File: config.mk
export PLATFORM = sky130hd
export DESIGN_NAME = lc3_seq_ctrl_flat
export DESIGN_NICKNAME = d
export VERILOG_FILES = /design/src/rtl/lc3_seq_ctrl_if.sv /design/src/rtl/lc3_seq_ctrl.sv /design/src/flat_wrapper.sv
export SDC_FILE = /design/constraint.sdc
export NUM_CORES = 1
export LEC_CHECK = 0
export ABC_AREA = 1
export BUFFER_PORTS_ARGS = -buffer_cell sky130_fd_sc_hd__buf_2
export CAP_MARGIN = 5
export CORE_MARGIN = 5
export CORE_UTILIZATION = 35
export CTS_CLUSTER_SIZE = 16
export DETAILED_ROUTE_END_ITERATION = 6
export SYNTH_ARGS = -nofsm -noshare
export SYNTH_HDL_FRONTEND = slang
export SYNTH_SLANG_ARGS = --single-unit
File: constraint.sdc
create_clock -name clk -period 2.19 [get_ports clk]
set_clock_uncertainty 0.1 [all_clocks]
set_input_delay 0.219 -clock clk [delete_from_list [all_inputs] [get_ports clk]]
set_output_delay 0.219 -clock clk [all_outputs]
set_load 0.1 [all_outputs]
File: src/rtl/lc3_seq_ctrl_if.sv
// Control/handshake bundle between the LC3 sequencer (master) and the datapath (slave).
// The datapath supplies ir/psr and memory completions; the sequencer supplies state, enables and pulses.
interface lc3_seq_ctrl_if;
  logic [15:0] ir;
  logic [2:0]  psr;
  logic        complete_instr;
  logic        complete_data;
  logic [3:0]  state;
  logic        br_taken;
  logic        enable_fetch;
  logic        enable_decode;
  logic        enable_execute;
  logic        enable_writeback;
  logic        enable_updatePC;
  logic [1:0]  mem_state;
  logic        illegal_op;
  logic        mem_err;

  modport master (
    input  ir, psr, complete_instr, complete_data,
    output state, br_taken, enable_fetch, enable_decode, enable_execute,
           enable_writeback, enable_updatePC, mem_state, illegal_op, mem_err
  );

  modport slave (
    output ir, psr, complete_instr, complete_data,
    input  state, br_taken, enable_fetch, enable_decode, enable_execute,
           enable_writeback, enable_updatePC, mem_state, illegal_op, mem_err
  );
endinterface

File: src/rtl/lc3_seq_ctrl.sv
// LC3 multi-cycle sequencer: Moore FSM, outputs decoded from registered state/flags (0-cycle output latency).
// Memory waits stall on complete_instr/complete_data and abort to UPDATE_PC after MEM_TIMEOUT idle cycles.
module lc3_seq_ctrl #(
  parameter int unsigned MEM_TIMEOUT = 255,
  parameter logic [3:0]  RESET_STATE = 4'd1   // CNTRL_FETCH; CNTRL_UPDATE_PC (0) is the other legal value
) (
  input  logic               clk,
  input  logic               rst,
  lc3_seq_ctrl_if.master     bus
);

  typedef enum logic [3:0] {
    CNTRL_UPDATE_PC   = 4'd0,
    CNTRL_FETCH       = 4'd1,
    CNTRL_DECODE      = 4'd2,
    CNTRL_EXECUTE     = 4'd3,
    CNTRL_UPDATE_REGF = 4'd4,
    CNTRL_COMPUTE_PC  = 4'd5,
    CNTRL_COMPUTE_MEM = 4'd6,
    CNTRL_READ_MEM    = 4'd7,
    CNTRL_IND_ADDR_RD = 4'd8,
    CNTRL_WRITE_MEM   = 4'd9
  } cntrl_e;

  localparam logic [3:0] OP_BR  = 4'b0000;
  localparam logic [3:0] OP_ADD = 4'b0001;
  localparam logic [3:0] OP_LD  = 4'b0010;
  localparam logic [3:0] OP_ST  = 4'b0011;
  localparam logic [3:0] OP_AND = 4'b0101;
  localparam logic [3:0] OP_LDR = 4'b0110;
  localparam logic [3:0] OP_STR = 4'b0111;
  localparam logic [3:0] OP_NOT = 4'b1001;
  localparam logic [3:0] OP_LDI = 4'b1010;
  localparam logic [3:0] OP_STI = 4'b1011;
  localparam logic [3:0] OP_JMP = 4'b1100;
  localparam logic [3:0] OP_LEA = 4'b1110;

  localparam logic [7:0] TMO_LAST = 8'(MEM_TIMEOUT - 1);

  cntrl_e     state_q, state_d;
  logic       taken_q, taken_d;
  logic       illegal_q, illegal_d;
  logic       err_q, err_d;
  logic [7:0] cnt_q, cnt_d;
  logic [3:0] opcode;
  logic       in_wait;
  logic       comp;
  logic       ir_unused;

  assign opcode    = bus.ir[15:12];
  assign ir_unused = ^bus.ir[8:0];

  always_ff @(posedge clk or negedge rst) begin
    if (!rst) begin
      state_q   <= cntrl_e'(RESET_STATE);
      taken_q   <= 1'b0;
      illegal_q <= 1'b0;
      err_q     <= 1'b0;
      cnt_q     <= 8'd0;
    end else begin
      state_q   <= state_d;
      taken_q   <= taken_d;
      illegal_q <= illegal_d;
      err_q     <= err_d;
      cnt_q     <= cnt_d;
    end
  end

  always_comb begin
    state_d   = state_q;
    taken_d   = 1'b0;
    illegal_d = 1'b0;
    err_d     = 1'b0;
    cnt_d     = 8'd0;
    in_wait   = 1'b0;
    comp      = (state_q == CNTRL_FETCH) ? bus.complete_instr : bus.complete_data;

    // For wait states, state_d is the exit taken on completion; the stall/timeout below overrides it.
    case (state_q)
      CNTRL_FETCH: begin
        in_wait = 1'b1;
        state_d = CNTRL_DECODE;
      end
      CNTRL_DECODE: state_d = CNTRL_EXECUTE;
      CNTRL_EXECUTE: begin
        case (opcode)
          OP_ADD, OP_AND, OP_NOT, OP_LEA:             state_d = CNTRL_UPDATE_REGF;
          OP_BR, OP_JMP:                              state_d = CNTRL_COMPUTE_PC;
          OP_LD, OP_LDR, OP_LDI, OP_ST, OP_STR, OP_STI: state_d = CNTRL_COMPUTE_MEM;
          default: begin
            state_d   = CNTRL_UPDATE_PC;
            illegal_d = 1'b1;
          end
        endcase
      end
      CNTRL_UPDATE_REGF: state_d = CNTRL_UPDATE_PC;
      CNTRL_COMPUTE_PC: begin
        state_d = CNTRL_UPDATE_PC;
        taken_d = (opcode == OP_BR) ? |(bus.ir[11:9] & bus.psr) : 1'b1;
      end
      CNTRL_COMPUTE_MEM: begin
        case (opcode)
          OP_LD, OP_LDR:  state_d = CNTRL_READ_MEM;
          OP_LDI, OP_STI: state_d = CNTRL_IND_ADDR_RD;
          OP_ST, OP_STR:  state_d = CNTRL_WRITE_MEM;
          default:        state_d = CNTRL_UPDATE_PC;
        endcase
      end
      CNTRL_IND_ADDR_RD: begin
        in_wait = 1'b1;
        state_d = (opcode == OP_LDI) ? CNTRL_READ_MEM : CNTRL_WRITE_MEM;
      end
      CNTRL_READ_MEM: begin
        in_wait = 1'b1;
        state_d = CNTRL_UPDATE_REGF;
      end
      CNTRL_WRITE_MEM: begin
        in_wait = 1'b1;
        state_d = CNTRL_UPDATE_PC;
      end
      CNTRL_UPDATE_PC: state_d = CNTRL_FETCH;
      default:         state_d = CNTRL_FETCH;
    endcase

    // cnt_d defaults to 0, so every entry into a wait state starts a fresh count.
    if (in_wait && !comp) begin
      if (cnt_q == TMO_LAST) begin
        state_d = CNTRL_UPDATE_PC;
        err_d   = 1'b1;
      end else begin
        state_d = state_q;
        cnt_d   = cnt_q + 8'd1;
      end
    end
  end

  logic in_upd;
  assign in_upd = (state_q == CNTRL_UPDATE_PC);

  assign bus.state            = state_q;
  assign bus.br_taken         = in_upd & taken_q;
  assign bus.illegal_op       = in_upd & illegal_q;
  assign bus.mem_err          = in_upd & err_q;
  assign bus.enable_fetch     = (state_q == CNTRL_FETCH);
  assign bus.enable_decode    = (state_q == CNTRL_DECODE);
  assign bus.enable_execute   = (state_q == CNTRL_EXECUTE);
  assign bus.enable_writeback = (state_q == CNTRL_UPDATE_REGF);
  assign bus.enable_updatePC  = in_upd;

  always_comb begin
    bus.mem_state = 2'd3;
    case (state_q)
      CNTRL_READ_MEM:    bus.mem_state = 2'd0;
      CNTRL_IND_ADDR_RD: bus.mem_state = 2'd1;
      CNTRL_WRITE_MEM:   bus.mem_state = 2'd2;
      default:           bus.mem_state = 2'd3;
    endcase
  end

endmodule

File: src/flat_wrapper.sv
// flat-port wrapper written by rule: the top's interface ports become plain ports
module lc3_seq_ctrl_flat 
#(
  parameter int unsigned MEM_TIMEOUT = 255,
  parameter logic [3:0]  RESET_STATE = 4'd1                                                               
)
  (clk, rst, bus_ir, bus_psr, bus_complete_instr, bus_complete_data, bus_state, bus_br_taken, bus_enable_fetch, bus_enable_decode, bus_enable_execute, bus_enable_writeback, bus_enable_updatePC, bus_mem_state, bus_illegal_op, bus_mem_err);
  lc3_seq_ctrl_if bus_i ();
  input  logic clk;
  input  logic rst;
  input wire logic [$bits(bus_i.ir)-1:0] bus_ir;
  input wire logic [$bits(bus_i.psr)-1:0] bus_psr;
  input wire logic [$bits(bus_i.complete_instr)-1:0] bus_complete_instr;
  input wire logic [$bits(bus_i.complete_data)-1:0] bus_complete_data;
  output wire logic [$bits(bus_i.state)-1:0] bus_state;
  output wire logic [$bits(bus_i.br_taken)-1:0] bus_br_taken;
  output wire logic [$bits(bus_i.enable_fetch)-1:0] bus_enable_fetch;
  output wire logic [$bits(bus_i.enable_decode)-1:0] bus_enable_decode;
  output wire logic [$bits(bus_i.enable_execute)-1:0] bus_enable_execute;
  output wire logic [$bits(bus_i.enable_writeback)-1:0] bus_enable_writeback;
  output wire logic [$bits(bus_i.enable_updatePC)-1:0] bus_enable_updatePC;
  output wire logic [$bits(bus_i.mem_state)-1:0] bus_mem_state;
  output wire logic [$bits(bus_i.illegal_op)-1:0] bus_illegal_op;
  output wire logic [$bits(bus_i.mem_err)-1:0] bus_mem_err;
  assign bus_i.ir = bus_ir;
  assign bus_i.psr = bus_psr;
  assign bus_i.complete_instr = bus_complete_instr;
  assign bus_i.complete_data = bus_complete_data;
  assign bus_state = bus_i.state;
  assign bus_br_taken = bus_i.br_taken;
  assign bus_enable_fetch = bus_i.enable_fetch;
  assign bus_enable_decode = bus_i.enable_decode;
  assign bus_enable_execute = bus_i.enable_execute;
  assign bus_enable_writeback = bus_i.enable_writeback;
  assign bus_enable_updatePC = bus_i.enable_updatePC;
  assign bus_mem_state = bus_i.mem_state;
  assign bus_illegal_op = bus_i.illegal_op;
  assign bus_mem_err = bus_i.mem_err;
  lc3_seq_ctrl #(.MEM_TIMEOUT(MEM_TIMEOUT), .RESET_STATE(RESET_STATE)) u_core (.clk(clk), .rst(rst), .bus(bus_i));
endmodule
==> results.ini <==
[outcome]
status = finished, final reports clean

[sta]
max_freq_mhz = 489.8
hold_viol = 0
slew_headroom_pct = 67.73
worst_slack_ps = 148.2
setup_violations = 0
fin_tns_setup_ps = 0
fin_crit_sh_pct = 93.23
tightestPinTransition_ps = 487.3
period_minus_slack_ps = 2042
rsz0062_at_grt = false
slew_viol_final = 0

[layout]
nNetsFinal = 202
fillerInstances = 286
num_antenna_cells = 0
drive_gt1_share_pct = 36.93
area_growth_pct = 23.21
final_area_mm2 = 0.001289

[clock_tree]
cts_tree = yes
cts_buffers = 3
clock_sinks = 15
clkTransAtPathRegs_ps = 90
clk_path_buf_depth = 2
clkLatencyLatePin_ps = 280
cts-root-buf = clkbuf_4
htree_levels = 1

[synthesis]
ys_seq_area_share_pct = 36.00
post_synth.cell_area_avg_um2 = 7.264
synth-seq-cells = 15
yosys_warnings = 0
yosysUniqueCellTypes = 23
syn_area_mm2 = 0.001046
syn-num-nets = 169
synthCells = 144

[global_routing]
antenna_found_initial = 0
grt_pass1_wl_um = 3850
grt_max_degree = 16
grt.overflow.total = 0
grt_use_total_pct = 11.73
grt_pass1_vias = 903

[critical_path]
path_max_fanout = 7
crit_required_ps = 1870
cp_slowest_stage_delay_ps = 500
path_buf_inv = 1
cp_top_family = simple AND/OR/NAND/NOR gates
crit_arrival_ps = 1720
cp_cell_sequence = nor2_1, nand2_1, nor2_2, buf_2
end_kind = output port
cpMaxStageDelayCell = dfstp_4
crit_type = reg2out
cp-start-kind = flip-flop

[floorplanning]
die_area_mm2 = 0.004182
fp.dieH_um = 64.67
start_util_pct = 37.29
num_rows = 19
pin_count = 37
core_mm2 = 0.002805
die_w_um = 64.67

[pwr]
p_leak_nw = 0.6925
power.density_mw_per_mm2 = 1418
totalPowerFinal_mw = 1.827
peakVddDrop_v = 0.0005322

[placed_design]
portBuffers = 27
post_dp_cell_area_mm2 = 0.001252
dp_hpwl_um = 1884
post-place-ws_ps = 434.7
routabilityCongestion = 0.8545

[flow_run]
drv_cap = 0

[routing]
viasPerCell = 4.720
drcViolationCount = 0
dr.pass1.iters = 4
drt_iter0_drc = 34
ant_nets = 0
vias = 977
detail_route.wl_per_cell_um = 11.20
drt_wl_total_um = 2319

[hold_path]
hp-class = in2reg

## flip-flops by register name, indices dropped and copies added, names as in the netlist
name              flops
u_core.cnt_q          8
u_core.bus.state      4
u_core.err_q          1
u_core.illegal_q      1
u_core.taken_q        1
## metrics by stage
stage               util [%]  std cells  hold slack [ps]
finish                 45.94        207            118.4
global placement       44.65        202            36.61
detailed placement     44.65        202            40.82
global route           45.94        207            108.9
CTS                    45.94        207            121.3
floorplan                  -        144           -176.6
## per-layer routing
metal | routed length (um) | share of wire, % | global-route usage, % | vias to the layer above
met3 | 127 | 5.5 | 3.282 | 2
li1 | - | - | - | 514
met5 | 0 | 0 | 0 | -
met4 | 14 | 0.60 | 3.958 | 0
met1 | 1131 | 49 | 15.04 | 440
met2 | 1045 | 45 | 19.07 | 21
## kinds of logic (layout without fill, tap and decap cells)
kind of cell / Yosys count / in the layout / share of synthesized area [%]
buffers and inverters: 21 / 53 / 7.894
XOR/XNOR: 5 / 5 / 4.187
AO/OA/AOI/OAI: 6 / 6 / 3.589
flip-flops: 15 / 15 / 36.01
adder cells (fa/ha/maj): 2 / 2 / 2.392
AND/OR/NAND/NOR: 95 / 95 / 45.93
## worst reg2reg max path, cell delays in order (launching register included)
cell and delay [ps]:
dfstp_4 660, nand2_1 130, clkinv_2 100, nand2_4 60, nand2_4 70, nand2_4 50, nand2_4 100, nand2_4 110
a21oi_2 120
## final cells by class
cell class | instances | area (um^2) | share of cell area (%)
clock buffer | 4 | 26.28 | 2.039
tap | 31 | 38.79 | 3.010
timing repair buffer | 28 | 145.1 | 11.26
inverter | 21 | 82.58 | 6.408
multi-input combinational | 108 | 611.8 | 47.48
sequential | 15 | 384.1 | 29.81
## Yosys cell counts
cell | number | share of area, %
inv_1 | 15 | 5.4
inv_2 | 4 | 1.4
a21oi_2 | 1 | 0.84
o21ai_0 | 4 | 1.9
dfrtp_1 | 14 | 33
nor3_1 | 3 | 1.4
xor2_1 | 3 | 2.5
nand4_1 | 1 | 0.60
nand2_1 | 40 | 14
nor2_1 | 19 | 6.8
inv_4 | 1 | 0.60
or2_2 | 1 | 0.60
nor2_2 | 6 | 3.6
nand2_2 | 2 | 1.2
xnor2_1 | 2 | 1.7
ha_1 | 2 | 2.4
dfstp_2 | 1 | 2.5
nand3_1 | 14 | 6.7
nand2_4 | 6 | 6.5
a41oi_1 | 1 | 0.84
nor2_4 | 2 | 2.2
clkinv_2 | 1 | 0.48
nand4_4 | 1 | 2.0
## path summary, 6_finish.rpt
| path | slack, ps | cells past startpoint | from | to |
|---|---|---|---|---|
| setup reg to reg | 630 | 8 | u_core.bus.state[0] | u_core.cnt_q[7] |
| hold reg to reg | 400 | 1 | u_core.cnt_q[0] | u_core.cnt_q[0] |
| setup / recovery | 150 | 4 | u_core.bus.state[0] | bus_illegal_op |
| hold / removal | 120 | 3 | bus_psr[2] | u_core.taken_q |
| min in group asynchronous | 280 | 2 | rst | u_core.cnt_q[3] |
| max in group asynchronous | 1410 | 2 | rst | u_core.bus.state[0] |
## power breakdown
group          leakage [nW]  total, mW  switching (mW)  internal, mW
logic                 0.479       1.26            1.03         0.228
clock network        0.0150      0.157          0.0862        0.0706
registers             0.199      0.409          0.0690         0.340
## timing repair
item	in CTS	in global routing
hold buffers	1	0
gates resized for setup	0	0
hold endpoints to repair	14	0
setup buffers	0	0
## cells in the final DEF (no fill, tap or decap), types with 6 or more instances in the layout
| cell type | count |
|---|---|
| buf_2 | 27 |
| dfrtp_1 | 11 |
| inv_1 | 15 |
| nand2_1 | 40 |
| nand2_4 | 6 |
| nand3_1 | 14 |
| nor2_1 | 13 |
| nor2_2 | 10 |
Note: power is estimated with default switching activity, not from simulation.
